==> src/rtl/pu_accum_pkg.sv <==
// pu_accum_pkg: attribute bit indices and width helpers shared by the accumulator bank
package pu_accum_pkg;

   localparam int SIGN     = 0;
   localparam int OVERFLOW = 1;

   // Two's complement limit for a w-bit value: neg=0 -> max, neg=1 -> min (low w bits valid)
   function automatic logic [63:0] sat_lim(input int w, input logic neg);
      logic [63:0] m;
      m = 64'(1) << (w - 1);
      return neg ? m : m - 64'(1);
   endfunction

   function automatic int clog2(input int n);
      int r;
      r = 0;
      while ((1 << r) < n) r++;
      return r;
   endfunction

endpackage

==> src/rtl/pu_accum_bank_if.sv <==
// pu_accum_bank_if: processor-bus control, load and read lines of the accumulator bank
interface pu_accum_bank_if #(
   parameter int DATA_WIDTH = 8,
   parameter int ATTR_WIDTH = 4,
   parameter int SEL_WIDTH  = 2
);
   logic                  signal_load;
   logic                  signal_init;
   logic                  signal_neg;
   logic [SEL_WIDTH-1:0]  signal_sel;
   logic [DATA_WIDTH-1:0] data_in;
   logic [ATTR_WIDTH-1:0] attr_in;
   logic                  signal_oe;
   logic [SEL_WIDTH-1:0]  signal_oe_sel;
   logic [DATA_WIDTH-1:0] data_out;
   logic [ATTR_WIDTH-1:0] attr_out;

   modport master (
      output signal_load, signal_init, signal_neg, signal_sel, data_in, attr_in,
             signal_oe, signal_oe_sel,
      input  data_out, attr_out
   );

   modport slave (
      input  signal_load, signal_init, signal_neg, signal_sel, data_in, attr_in,
             signal_oe, signal_oe_sel,
      output data_out, attr_out
   );
endinterface

==> src/rtl/pu_accum_bank_alu.sv <==
// pu_accum_bank_alu: stage-2 signed add with overflow detection and optional clamping
module pu_accum_bank_alu
   import pu_accum_pkg::*;
#(
   parameter int DATA_WIDTH = 8,
   parameter int SATURATE   = 0
) (
   input  logic [DATA_WIDTH-1:0] a,
   input  logic [DATA_WIDTH-1:0] ext,
   input  logic                  neg_ovf,
   output logic [DATA_WIDTH:0]   s,
   output logic                  arith_ovf,
   output logic [DATA_WIDTH-1:0] res
);
   localparam int DW = DATA_WIDTH;
   localparam logic [63:0] MAX_W = sat_lim(DW, 1'b0);
   localparam logic [63:0] MIN_W = sat_lim(DW, 1'b1);
   localparam logic [DW-1:0] MAX = MAX_W[DW-1:0];
   localparam logic [DW-1:0] MIN = MIN_W[DW-1:0];

   logic [DW-1:0] e;

   // negated most-negative operand becomes +max when clamping; exact sum decides overflow
   always_comb begin
      e = (SATURATE != 0 && neg_ovf) ? MAX : ext;
      s = {a[DW-1], a} + {e[DW-1], e};
      arith_ovf = (s[DW] ^ s[DW-1]) | neg_ovf;
      res = (SATURATE != 0 && arith_ovf) ? (s[DW] ? MIN : MAX) : s[DW-1:0];
   end
endmodule

==> src/rtl/pu_accum_bank.sv <==
// pu_accum_bank: multi-channel signed accumulator bank with pipelined load and bypassed read
module pu_accum_bank
   import pu_accum_pkg::*;
#(
   parameter int DATA_WIDTH = 8,
   parameter int ATTR_WIDTH = 4,
   parameter int SIGN       = pu_accum_pkg::SIGN,
   parameter int OVERFLOW   = pu_accum_pkg::OVERFLOW,
   parameter int CHANNELS   = 4,
   parameter int SEL_WIDTH  = 2,
   parameter int SATURATE   = 0
) (
   input logic             clk,
   input logic             rst,
   pu_accum_bank_if.slave  bus
);
   localparam int DW = DATA_WIDTH;
   localparam int IW = (clog2(CHANNELS) > 1) ? clog2(CHANNELS) : 1;

   if (SEL_WIDTH < IW) begin : g_sel_check
      $error("SEL_WIDTH too narrow for CHANNELS");
   end

   logic                  v1_q, v1_d, init1_q, init1_d, novf1_q, novf1_d, aovf1_q, aovf1_d;
   logic [SEL_WIDTH-1:0]  ch1_q, ch1_d;
   logic [DW-1:0]         ext1_q, ext1_d;
   logic [DW-1:0]         acc_q [CHANNELS];
   logic [DW-1:0]         acc_d [CHANNELS];
   logic [CHANNELS-1:0]   sgn_q, sgn_d, ovf_q, ovf_d;
   logic [DW-1:0]         data_out_q, data_out_d;
   logic [ATTR_WIDTH-1:0] attr_out_q, attr_out_d;
   logic [IW-1:0]         wi, ri;
   logic                  wr, rd, arith_ovf;
   logic [DW-1:0]         a, res;
   logic [DW:0]           s;
   logic [1:0]            unused_bits;

   assign unused_bits = {^bus.attr_in, ^s[DW-1:0]};

   // stage-1 capture of the load and selection of the stage-2 addend
   always_comb begin
      v1_d = bus.signal_load;
      ch1_d = bus.signal_sel;
      init1_d = bus.signal_init;
      ext1_d = bus.signal_neg ? -bus.data_in : bus.data_in;
      novf1_d = bus.signal_neg && bus.data_in == {1'b1, {(DW-1){1'b0}}};
      aovf1_d = bus.attr_in[OVERFLOW];
      wi = ch1_q[IW-1:0];
      ri = bus.signal_oe_sel[IW-1:0];
      wr = v1_q && int'(ch1_q) < CHANNELS;
      rd = bus.signal_oe && int'(bus.signal_oe_sel) < CHANNELS;
      a = init1_q ? '0 : acc_q[wi];
   end

   pu_accum_bank_alu #(.DATA_WIDTH(DW), .SATURATE(SATURATE)) u_alu (
      .a         (a),
      .ext       (ext1_q),
      .neg_ovf   (novf1_q),
      .s         (s),
      .arith_ovf (arith_ovf),
      .res       (res)
   );

   // stage-2 writeback; the read port sees the post-write state so same-cycle writes bypass
   always_comb begin
      acc_d = acc_q;
      sgn_d = sgn_q;
      ovf_d = ovf_q;
      if (wr) begin
         acc_d[wi] = res;
         sgn_d[wi] = s[DW];
         ovf_d[wi] = (!init1_q && ovf_q[wi]) | aovf1_q | arith_ovf;
      end
      data_out_d = rd ? acc_d[ri] : '0;
      attr_out_d = '0;
      attr_out_d[SIGN] = rd & sgn_d[ri];
      attr_out_d[OVERFLOW] = rd & ovf_d[ri];
   end

   // state registers; reset drops any load still in stage 1
   always_ff @(posedge clk or negedge rst) begin
      if (!rst) begin
         v1_q <= 1'b0;
         ch1_q <= '0;
         init1_q <= 1'b0;
         ext1_q <= '0;
         novf1_q <= 1'b0;
         aovf1_q <= 1'b0;
         acc_q <= '{default: '0};
         sgn_q <= '0;
         ovf_q <= '0;
         data_out_q <= '0;
         attr_out_q <= '0;
      end else begin
         v1_q <= v1_d;
         ch1_q <= ch1_d;
         init1_q <= init1_d;
         ext1_q <= ext1_d;
         novf1_q <= novf1_d;
         aovf1_q <= aovf1_d;
         acc_q <= acc_d;
         sgn_q <= sgn_d;
         ovf_q <= ovf_d;
         data_out_q <= data_out_d;
         attr_out_q <= attr_out_d;
      end
   end

   assign bus.data_out = data_out_q;
   assign bus.attr_out = attr_out_q;
endmodule

==> src/flat_wrapper.sv <==
// flat-port wrapper written by rule: the top's interface ports become plain ports
module pu_accum_bank_flat import pu_accum_pkg::*;
#(
   parameter int DATA_WIDTH = 8,
   parameter int ATTR_WIDTH = 4,
   parameter int SIGN       = pu_accum_pkg::SIGN,
   parameter int OVERFLOW   = pu_accum_pkg::OVERFLOW,
   parameter int CHANNELS   = 4,
   parameter int SEL_WIDTH  = 2,
   parameter int SATURATE   = 0
)
  (clk, rst, bus_signal_load, bus_signal_init, bus_signal_neg, bus_signal_sel, bus_data_in, bus_attr_in, bus_signal_oe, bus_signal_oe_sel, bus_data_out, bus_attr_out);
  pu_accum_bank_if #(.DATA_WIDTH(DATA_WIDTH), .ATTR_WIDTH(ATTR_WIDTH), .SEL_WIDTH(SEL_WIDTH)) bus_i ();
  input logic clk;
  input logic rst;
  input wire logic [$bits(bus_i.signal_load)-1:0] bus_signal_load;
  input wire logic [$bits(bus_i.signal_init)-1:0] bus_signal_init;
  input wire logic [$bits(bus_i.signal_neg)-1:0] bus_signal_neg;
  input wire logic [$bits(bus_i.signal_sel)-1:0] bus_signal_sel;
  input wire logic [$bits(bus_i.data_in)-1:0] bus_data_in;
  input wire logic [$bits(bus_i.attr_in)-1:0] bus_attr_in;
  input wire logic [$bits(bus_i.signal_oe)-1:0] bus_signal_oe;
  input wire logic [$bits(bus_i.signal_oe_sel)-1:0] bus_signal_oe_sel;
  output wire logic [$bits(bus_i.data_out)-1:0] bus_data_out;
  output wire logic [$bits(bus_i.attr_out)-1:0] bus_attr_out;
  assign bus_i.signal_load = bus_signal_load;
  assign bus_i.signal_init = bus_signal_init;
  assign bus_i.signal_neg = bus_signal_neg;
  assign bus_i.signal_sel = bus_signal_sel;
  assign bus_i.data_in = bus_data_in;
  assign bus_i.attr_in = bus_attr_in;
  assign bus_i.signal_oe = bus_signal_oe;
  assign bus_i.signal_oe_sel = bus_signal_oe_sel;
  assign bus_data_out = bus_i.data_out;
  assign bus_attr_out = bus_i.attr_out;
  pu_accum_bank #(.DATA_WIDTH(DATA_WIDTH), .ATTR_WIDTH(ATTR_WIDTH), .SIGN(SIGN), .OVERFLOW(OVERFLOW), .CHANNELS(CHANNELS), .SEL_WIDTH(SEL_WIDTH), .SATURATE(SATURATE)) u_core (.clk(clk), .rst(rst), .bus(bus_i));
endmodule
==> config.mk <==
export PLATFORM = sky130hd
export DESIGN_NAME = pu_accum_bank_flat
export DESIGN_NICKNAME = d
export VERILOG_FILES = /design/src/rtl/pu_accum_pkg.sv /design/src/rtl/pu_accum_bank_if.sv /design/src/rtl/pu_accum_bank_alu.sv /design/src/rtl/pu_accum_bank.sv /design/src/flat_wrapper.sv
export SDC_FILE = /design/constraint.sdc
export NUM_CORES = 1
export LEC_CHECK = 0
export CORE_AREA = 2 2 116 118
export CTS_CLUSTER_SIZE = 10
export DETAILED_ROUTE_END_ITERATION = 6
export DIE_AREA = 0 0 118 120
export HOLD_SLACK_MARGIN = 0.06
export PLACE_DENSITY_LB_ADDON = 0.2
export REMOVE_ABC_BUFFERS = 1
export SLEW_MARGIN = 20
export SYNTH_ARGS = -nofsm -noshare
export SYNTH_HDL_FRONTEND = slang
export SYNTH_HIERARCHICAL = 1
export SYNTH_SLANG_ARGS = --single-unit
==> constraint.sdc <==
create_clock -name clk -period 4.51 [get_ports clk]
set_input_delay 0.902 -clock clk [delete_from_list [all_inputs] [get_ports clk]]
set_output_delay 0.902 -clock clk [all_outputs]
set_load 0.01 [all_outputs]
# Yosys cells after proc, flatten, opt, wreduce, memory -nomap -nowiden
# Index checks and enable logic that the tools add are counted.
# totals
output_inout_bits	12
regBits	64
elab_cells	61
input_bits	22
# op_classes
n_addsub	2
mux	25
n_lt_le_gt_ge	6
n_reduce_logical	5
n_bitwise	8
eq_ne	1
# ops
cell	n
8-bit 2-to-1 mux	8
8-bit binary-select mux with 2-bit select	2
32-bit bitwise mux	1
32-bit 2-to-1 mux	1
8-bit demux with 2-bit select	1
8-bit by 8-bit adder with 9-bit output	1
4-bit bitwise mux	2
8-bit == test, second input constant	1
4-bit 2-to-1 mux	2
8-bit negator	1
1-bit binary-select mux with 2-bit select	3
3-bit greater-or-equal comparator, second input constant	2
2-bit by 3-bit less-than comparator with 1-bit output, second input constant	2
2-bit inverter with 3-bit output	2
1-bit logical AND	4
1-bit 2-to-1 mux	4
3-bit by 1-bit less-than comparator with 1-bit output, second input constant	1
1-bit OR	3
1-bit bitwise AND	2
1-bit demux with 2-bit select	1
2-bit by 1-bit greater-or-equal comparator with 1-bit output, second input constant	1
1-bit zero test	1
1-bit bitwise XOR	1

# Depth between registers and ports, before layout
# Gate-level depths: netlist of the first run.
# logic_depth
word_depth	14
ltp_mapped	14

# Cells and area by module
# Netlist of the first run, hierarchy kept.
# by_module_without_submodules
module	seq_area_each_um2	cells_per_inst	area_each_um2	n_inst
pu_accum_bank	1601.5	237	3176.8	1
pu_accum_bank_alu	0.0	49	396.6	1

# Worst setup path before layout of the first run
# Ideal clock, no wire load.
# synth_path
kind	register -> register
start	register u_core.ch1_q[0]
end	register u_core.data_out_q[7] (netlist: u_core/bus.data_out[7])
arrival_ns	3.407
path_stages_with_launch	13
path_slack_ns	0.984
setup_time_ns	0.119
path_cell_list	dfrtp_1 > buf_6 > buf_2 > mux4_2 > and2_1 > ha_1 > a21o_1 > a21o_1 > a211oi_2 > xnor2_1 > mux2_1 > mux4_2 > and2_1
# synth_lines
element	line_no	rtl
start: declaration	pu_accum_bank.sv:25	logic [SEL_WIDTH-1:0] ch1_q, ch1_d;
start signal: assignment	pu_accum_bank.sv:96	ch1_q <= ch1_d;
end signal: assignment	pu_accum_bank.sv:104	data_out_q <= data_out_d;
end: declaration	pu_accum_bank.sv:30	logic [DW-1:0] data_out_q, data_out_d;

# Final worst setup path of the first run
# layout_path
start	register u_core.ch1_q[0]
end	register u_core.attr_out_q[1] (netlist: u_core/bus.attr_out[1])
# layout_between
elab_chain_len	14
elab_cells_between_ends	23
classes_between	1 x add/sub; 2 x order compare; 12 x mux; 6 x bitwise; 2 x reduce/logical
# layout_rtl
element	line_no	rtl
2-bit inverter with 3-bit output (implied by the code)	pu_accum_bank.sv:52	a = init1_q ? '0 : acc_q[wi];
8-bit binary-select mux with 2-bit select	pu_accum_bank.sv:52	
8-bit 2-to-1 mux (implied by the code) (2 in a row)	pu_accum_bank.sv:52	
8-bit 2-to-1 mux	pu_accum_bank.sv:52	
via u_core.a[6]	pu_accum_bank.sv:34	logic [DW-1:0] a, res;
8-bit by 8-bit adder with 9-bit output	pu_accum_bank_alu.sv:26	s = {a[DW-1], a} + {e[DW-1], e};
1-bit bitwise XOR	pu_accum_bank_alu.sv:27	arith_ovf = (s[DW] ^ s[DW-1]) | neg_ovf;
1-bit OR	pu_accum_bank_alu.sv:27	
via u_core.arith_ovf	pu_accum_bank.sv:33	logic wr, rd, arith_ovf;
1-bit OR	pu_accum_bank.sv:72	ovf_d[wi] = (!init1_q && ovf_q[wi]) | aovf1_q | arith_ovf;
4-bit bitwise mux	pu_accum_bank.sv:72	
4-bit 2-to-1 mux	pu_accum_bank.sv:69	if (wr) begin
via u_core.ovf_d[0]	pu_accum_bank.sv:29	logic [CHANNELS-1:0] sgn_q, sgn_d, ovf_q, ovf_d;
1-bit binary-select mux with 2-bit select	pu_accum_bank.sv:77	attr_out_d[OVERFLOW] = rd & ovf_d[ri];
1-bit 2-to-1 mux (implied by the code)	pu_accum_bank.sv:77	
1-bit bitwise AND	pu_accum_bank.sv:77	
via u_core.attr_out_d[1]	pu_accum_bank.sv:31	logic [ATTR_WIDTH-1:0] attr_out_q, attr_out_d;
end signal: assignment	pu_accum_bank.sv:105	attr_out_q <= attr_out_d;
end: declaration	pu_accum_bank.sv:31	
# The timed path passes the listed nets, and every way through them passes these cells. The select of a mux whose other input is x is not followed.

==> results of run 1 <==
-- power by group through the flow --
| stage | clock [mW] | sequential, mW | combinational [mW] |
|---|---|---|---|
| after floorplan | 0 | 0.891 | 0.608 |
| after CTS | 0.674 | 0.900 | 0.854 |
| final | 0.654 | 0.899 | 0.842 |
| after global routing | 0.700 | 0.930 | 0.936 |
| after global placement | 0 | 0.905 | 0.841 |
| after detailed placement | 0 | 0.906 | 0.852 |
-- final cells by class --
| class | instances | area [sq um] |
|---|---|---|
| Clock buffer | 13 | 270 |
| Tap cell | 176 | 220 |
| Clock inverter | 3 | 15.0 |
| Fill cell | 1309 | 8780 |
| Multi-Input combinational cell | 192 | 1770 |
| Timing Repair Buffer | 33 | 313 |
| Inverter | 5 | 18.8 |
| Sequential cell | 64 | 1600 |
-- through the flow --
stage	hold WS [ps]	std cells	area [sq um]
after floorplan	446	261	3390
after global placement	475	470	3920
after CTS	497	486	4200
final	500	486	4200
after global routing	526	486	4200
after detailed placement	471	470	3920
-- worst max-delay path: cells and delay by family, from the launching register on --
kind                     cells  cell delay (ps)
adder cells (fa/ha/maj)      1              360
buffers and inverters        1              310
AO/OA/AOI/OAI                4             1070
multiplexers                 2              650
AND/OR/NAND/NOR              3              640
flip-flops                   1              710
-- routing by layer --
layer  GRT usage [%]  vias to the layer above
met1            15.2                     1121
met3            3.18                        6
met2            19.3                       23
met5               0                        -
li1                -                     1076
met4            4.44                        0
-- sequential cells by signal, summed over array words and instances, names as in the netlist --
| signal | count |
|---|---|
| u_core/init1_q | 1 |
| u_core/sgn_q | 4 |
| u_core/ovf_q | 4 |
| u_core/v1_q | 1 |
| u_core/acc_q | 32 |
| u_core/bus.data_out | 8 |
| u_core/ch1_q | 2 |
| u_core/bus.attr_out | 2 |
| u_core/aovf1_q | 1 |
| u_core/ext1_q | 8 |
| u_core/novf1_q | 1 |
-- cell usage in the layout (no fill, tap or decap), drive strengths merged, types with 5 or more instances in the layout --
master,instances
a21oi,5
nand2b,8
clkbuf,13
inv,5
mux2,32
o21ai,9
nand2,28
dfrtp,64
ha,9
clkdlybuf4s50,27
mux4,15
and2,16
buf,6
xnor2,11
-- worst max-delay path by stage --
stage,from,to,slack [ps],depth (start not counted)
after global placement,u_core/ch1_q[0],u_core/bus.attr_out[1],680,11
after detailed placement,u_core/ch1_q[0],u_core/bus.attr_out[1],670,11
after global routing,u_core/ch1_q[0],u_core/bus.attr_out[1],470,12
final,u_core/ch1_q[0],u_core/bus.attr_out[1],680,11
after floorplan,u_core/ch1_q[0],u_core/bus.data_out[7],870,10
after CTS,u_core/ch1_q[0],u_core/bus.attr_out[1],650,11
==> flow_summary_export.csv, run 1 <==
group,metric,value,unit
run_status,outcome,"completed",
routing,drt_wl_total,7.65,mm
global_routing,grt_usage,11.9,%
timing,clock-skew-final,6.01,ps
clock_tree,worstSkewPairLatency,330,ps
placed_design,place_ws,666,ps
flow_run,maxCapViolations,0,
yosys,synth_area,3510,sq um
die,fp.coreArea,13000,sq um
worst_hold_path,hold_depth,2,
power_and_ir_drop,p_per_area,570,nW/um^2
timing,grt_setup_unrepaired,"no",
critical_path,r2r.worst_path.cells,11,
global_routing,grt_start_max_net_pins,35,
routing,met3RoutedLength,217,um
routing,routed-via-count,2226,
timing,final.min_clock_period,3830,ps
critical_path,worstReg2RegEnd,"u_core/bus.attr_out[1]",
global_routing,first_pass_grt_wire_length,12.8,mm
clock_tree,clockBufferDepth,2,
critical_path,crit-reg2reg-launch,"u_core/ch1_q[0]",
routing,vias_per_cell,4.58,
clock_tree,htree_levels,3,
die,start_util,27.1,%
routing,count_of_tritonroute_iterations_in_the_first_routing_pass,4,
routing,ant_nets,0,
timing,timing_hold_violations_final,0,
power_and_ir_drop,power.switching,721,uW
placed_design,gp_congestion,0.798,
clock_tree,cts_buffers,9,
routing,met2_wirelength,3.66,mm
clock_tree,clk_transition_reported_paths,50,ps
clock_tree,postCtsSetupBuffers,0,
critical_path,critPathRequiredTime,4720,ps
power_and_ir_drop,proportion_of_power_drawn_by_combinational_gates,35.2,%
die,core.rowCount,42,
yosys,post_synth.cell_area_avg,12.6,sq um
clock_tree,tritoncts,"done",
clock_tree,hold_buffers,0,
yosys,yosys_warning_total,6,
power_and_ir_drop,power_frac_clock,27.3,%
clock_tree,clock_tree_root,"sky130_fd_sc_hd__clkbuf_16",
timing,tightest_slew,965,ps
clock_tree,postCtsResizedCells,0,
timing,setup_tns,0,ps
critical_path,timing.critical_path.from_type,"register",
power_and_ir_drop,sw_ratio,30.1,%
die,die_w,118,um
die,top_level_ports,34,
critical_path,critical_path_class,"register to register",
die,fp.dieArea,14200,sq um
global_routing,global_route.overflow_total,0,
placed_design,place.detailed.hpwl,5.34,mm
critical_path,reg2reg_slack,680,ps
clock_tree,cts.sink_count,64,
finish,final_core_util,32.4,%
yosys,post_synth_inst_count,278,
critical_path,critical-path-slowest-cell,"sky130_fd_sc_hd__dfrtp_1",
critical_path,timing.critical_path.to_type,"register",
power_and_ir_drop,vdd_drop_max,0.000178,V
timing,final-setup-viol-count,0,
timing,maxSlewViolCount,0,
finish,synthToLayoutAreaGrowth,19.7,%
routing,iteration_0_drc_count_of_the_detailed_router,73,
finish,net_count_reported_at_finish,337,
power_and_ir_drop,seq_power_share,37.5,%
finish,layout-drive-gt1-share,21.0,%
routing,wl_per_cell,15.7,um
routing,routed.top_layer,"met4",
timing,slew-limit-headroom,35.5,%
power_and_ir_drop,fin_total_pwr,2.39,mW
placed_design,portBuffers,28,
routing,routedLengthMet1,3.67,mm
power_and_ir_drop,p_int,1.67,mW
timing,max_freq,261,MHz
routing,remaining_design_rule_violation_count,0,
die,die-height,120,um
finish,antenna_cells,0,
global_routing,grt_pass1_vias,2365,
critical_path,timing.critical_path.slowest_cell_delay,710,ps
critical_path,data_arrival_at_the_endpoint_of_the_critical_path,4040,ps
worst_hold_path,holdCritStartpoint,"u_core/ovf_q[2]",
power_and_ir_drop,leakagePower,1.81,nW
global_routing,antenna_found_initial,0,
timing,worst_slack,675,ps
worst_hold_path,hold_end,"u_core/ovf_q[2]",
worst_hold_path,hold_path_class,"register to register",
critical_path,crit_path_max_fanout,10,
critical_path,worstPathCellList,"buf_4 -> mux4_2 -> and2_1 -> ha_1 -> nand2_1 -> a211oi_1 -> o21ba_2 -> mux2i_1 -> or2_2 -> a22o_1 -> o311a_1",
timing,timing.final.crit_share,85.0,%
No activity file was read; power rests on OpenSTA's default activity.
==> run 2: changes to the inputs <==
ABC_AREA = 1   (was not set)
CORE_AREA = 3 3 118 120   (was 2 2 116 118)
DIE_AREA = 0 0 121 123   (was 0 0 118 120)
==> flow_summary_export.csv, run 2 <==
group,metric,value,unit
run_status,outcome,"completed",
finish,number_of_filler_instances_in_the_final_layout,1381,
power_and_ir_drop,seq_power_share,38.7,%
clock_tree,clockBufferDepth,2,
die,die-height,123,um
routing,met3RoutedLength,413,um
placed_design,portBuffers,28,
routing,wl_per_cell,13.8,um
die,top_level_ports,34,
die,core.rowCount,42,
critical_path,timing.critical_path.from_type,"register",
timing,tightest_slew,974,ps
routing,count_of_tritonroute_iterations_in_the_first_routing_pass,4,
routing,vias_per_cell,4.48,
power_and_ir_drop,leakagePower,2.01,nW
worst_hold_path,hold_depth,2,
yosys,post_synth_inst_count,431,
global_routing,antenna_found_initial,0,
finish,final_cell_mix,"76 x sky130_fd_sc_hd__nand2_1, 74 x sky130_fd_sc_hd__inv_1, 64 x sky130_fd_sc_hd__dfrtp_1, 29 x sky130_fd_sc_hd__o21ai_1, 27 x sky130_fd_sc_hd__clkdlybuf4s50_1",
timing,maxSlewViolCount,0,
power_and_ir_drop,p_per_area,470,nW/um^2
clock_tree,tritoncts,"done",
yosys,post_synth.cell_area_avg,8.22,sq um
timing,grt_setup_unrepaired,"no",
critical_path,critical_path_buf_inv_count,2,
clock_tree,clk_transition_reported_paths,50,ps
global_routing,grt_start_max_net_pins,35,
routing,ant_nets,0,
timing,timing_hold_violations_final,0,
yosys,yosys_warning_total,6,
timing,timing.final.crit_share,79.8,%
critical_path,timing.critical_path.mode_cell,"sky130_fd_sc_hd__nand2_1",
routing,routed-via-count,2860,
finish,antenna_cells,0,
placed_design,place_ws,991,ps
global_routing,grt_usage,12.8,%
clock_tree,postCtsSetupBuffers,0,
critical_path,path_delay_family,"simple AND/OR/NAND/NOR gates",
finish,sequential_cell_area,1600,sq um
worst_hold_path,hold_path_class,"register to register",
die,fp.dieArea,14900,sq um
critical_path,data_arrival_at_the_endpoint_of_the_critical_path,3800,ps
routing,iteration_0_drc_count_of_the_detailed_router,127,
finish,largest_register,"u_core/acc_q",
die,start_util,27.1,%
timing,final-setup-viol-count,0,
critical_path,worstPathCellList,"inv_2 -> nor2_2 -> inv_1 -> o22ai_1 -> a221oi_1 -> nor2_1 -> ha_1 -> fa_1 -> nand2_1 -> nand2_1 -> nand2_2 -> o21ai_1 -> nand2_1 -> nand3_1 -> nor2_1 -> nand3_1 -> nand3_1 -> nand2_1 -> nand2_1 -> a21oi_1",
global_routing,global_route.overflow_total,0,
critical_path,timing.critical_path.slowest_cell_delay,530,ps
finish,mostFrequentLayoutCell,"sky130_fd_sc_hd__nand2_1",
placed_design,dpl_cell_area,3940,sq um
routing,drt_wl_total,8.79,mm
power_and_ir_drop,proportion_of_power_drawn_by_combinational_gates,29.8,%
clock_tree,clock_tree_root,"sky130_fd_sc_hd__clkbuf_16",
critical_path,critical_path_class,"register to register",
power_and_ir_drop,sw_ratio,32.8,%
routing,routed.top_layer,"met4",
die,fp.coreArea,13100,sq um
clock_tree,cts_buffers,9,
critical_path,r2r.worst_path.cells,20,
critical_path,timing.critical_path.to_type,"register",
clock_tree,htree_levels,3,
global_routing,grt_pass1_vias,2826,
placed_design,place.detailed.hpwl,6.04,mm
timing,clock-skew-final,5.80,ps
critical_path,cp_num_cells,20,
power_and_ir_drop,power.switching,649,uW
finish,multiInputGateArea,1530,sq um
finish,layout-drive-gt1-share,9.74,%
power_and_ir_drop,vdd_drop_max,0.000195,V
critical_path,crit_path_max_fanout,8,
clock_tree,cts.sink_count,64,
routing,routedLengthMet1,4.27,mm
placed_design,gp_congestion,0.857,
clock_tree,worstSkewPairLatency,330,ps
timing,slew-limit-headroom,35.0,%
critical_path,critical-path-slowest-cell,"sky130_fd_sc_hd__dfrtp_1",
timing,worst_slack,910,ps
finish,postLayoutCellArea,4210,sq um
finish,largest_reg_flops,32,
timing,max_freq,278,MHz
clock_tree,postCtsResizedCells,0,
finish,synthToLayoutAreaGrowth,18.8,%
yosys,synth_area,3540,sq um
critical_path,critPathRequiredTime,4710,ps
flow_run,maxCapViolations,0,
global_routing,first_pass_grt_wire_length,14.7,mm
power_and_ir_drop,power_frac_clock,31.5,%
clock_tree,hold_buffers,0,
timing,setup_tns,0,ps
routing,met2_wirelength,3.90,mm
timing,final.min_clock_period,3600,ps
routing,remaining_design_rule_violation_count,0,
power_and_ir_drop,fin_total_pwr,1.98,mW
finish,net_count_reported_at_finish,489,
power_and_ir_drop,p_int,1.33,mW
die,die_w,121,um
-- run 2: layout make-up --
cell class	instances	share of cell area, %
Sequential cell	64	38.1
Multi-Input combinational cell	273	36.5
Inverter	80	7.20
Timing Repair Buffer	29	6.72
Clock buffer	12	5.86
Tap cell	176	5.23
Clock inverter	4	0.476
-- run 2: path summary, 6_finish.rpt --
| check | end | slack, ps | startpoint |
|---|---|---|---|
| worst max-delay path | u_core/bus.attr_out[1] | 910 | u_core/ch1_q[1] |
| worst min-delay path | u_core/sgn_q[2] | 480 | u_core/sgn_q[2] |
| worst max register to register | u_core/bus.attr_out[1] | 910 | u_core/ch1_q[1] |
| max in group asynchronous | u_core/acc_q[16] | 2960 | rst |
| min in group asynchronous | u_core/ovf_q[2] | 630 | rst |
| worst min register to register | u_core/sgn_q[2] | 480 | u_core/sgn_q[2] |
-- run 2: metal layers --
metal | up-vias | GRT usage, %
met5 | - | 0
met4 | 0 | 5.88
met1 | 1363 | 17.5
met3 | 15 | 2.61
li1 | 1417 | -
met2 | 65 | 19.6
-- run 2: through the flow --
step	hold WS, ps	std cells	util [%]
2_1_floorplan	448	417	-
3_3_place_gp	463	622	30.1
3_5_place_dp	475	622	30.1
4_1_cts	489	638	32.2
5_1_grt	503	638	32.2
6_report	483	638	32.2
-- run 2: tightest hold or removal path, stage by stage, from the launching register on --
cell	delay (ps)
sky130_fd_sc_hd__dfrtp_1	320
sky130_fd_sc_hd__mux2i_1	60
sky130_fd_sc_hd__inv_1	60
-- run 2: power by group through the flow --
stage	Sequential, mW	Clock (mW)	Combinational, mW
2_1_floorplan	0.767	0	0.417
3_3_place_gp	0.772	0	0.573
3_5_place_dp	0.775	0	0.587
4_1_cts	0.765	0.644	0.590
5_1_grt	0.780	0.672	0.674
6_report	0.766	0.623	0.591
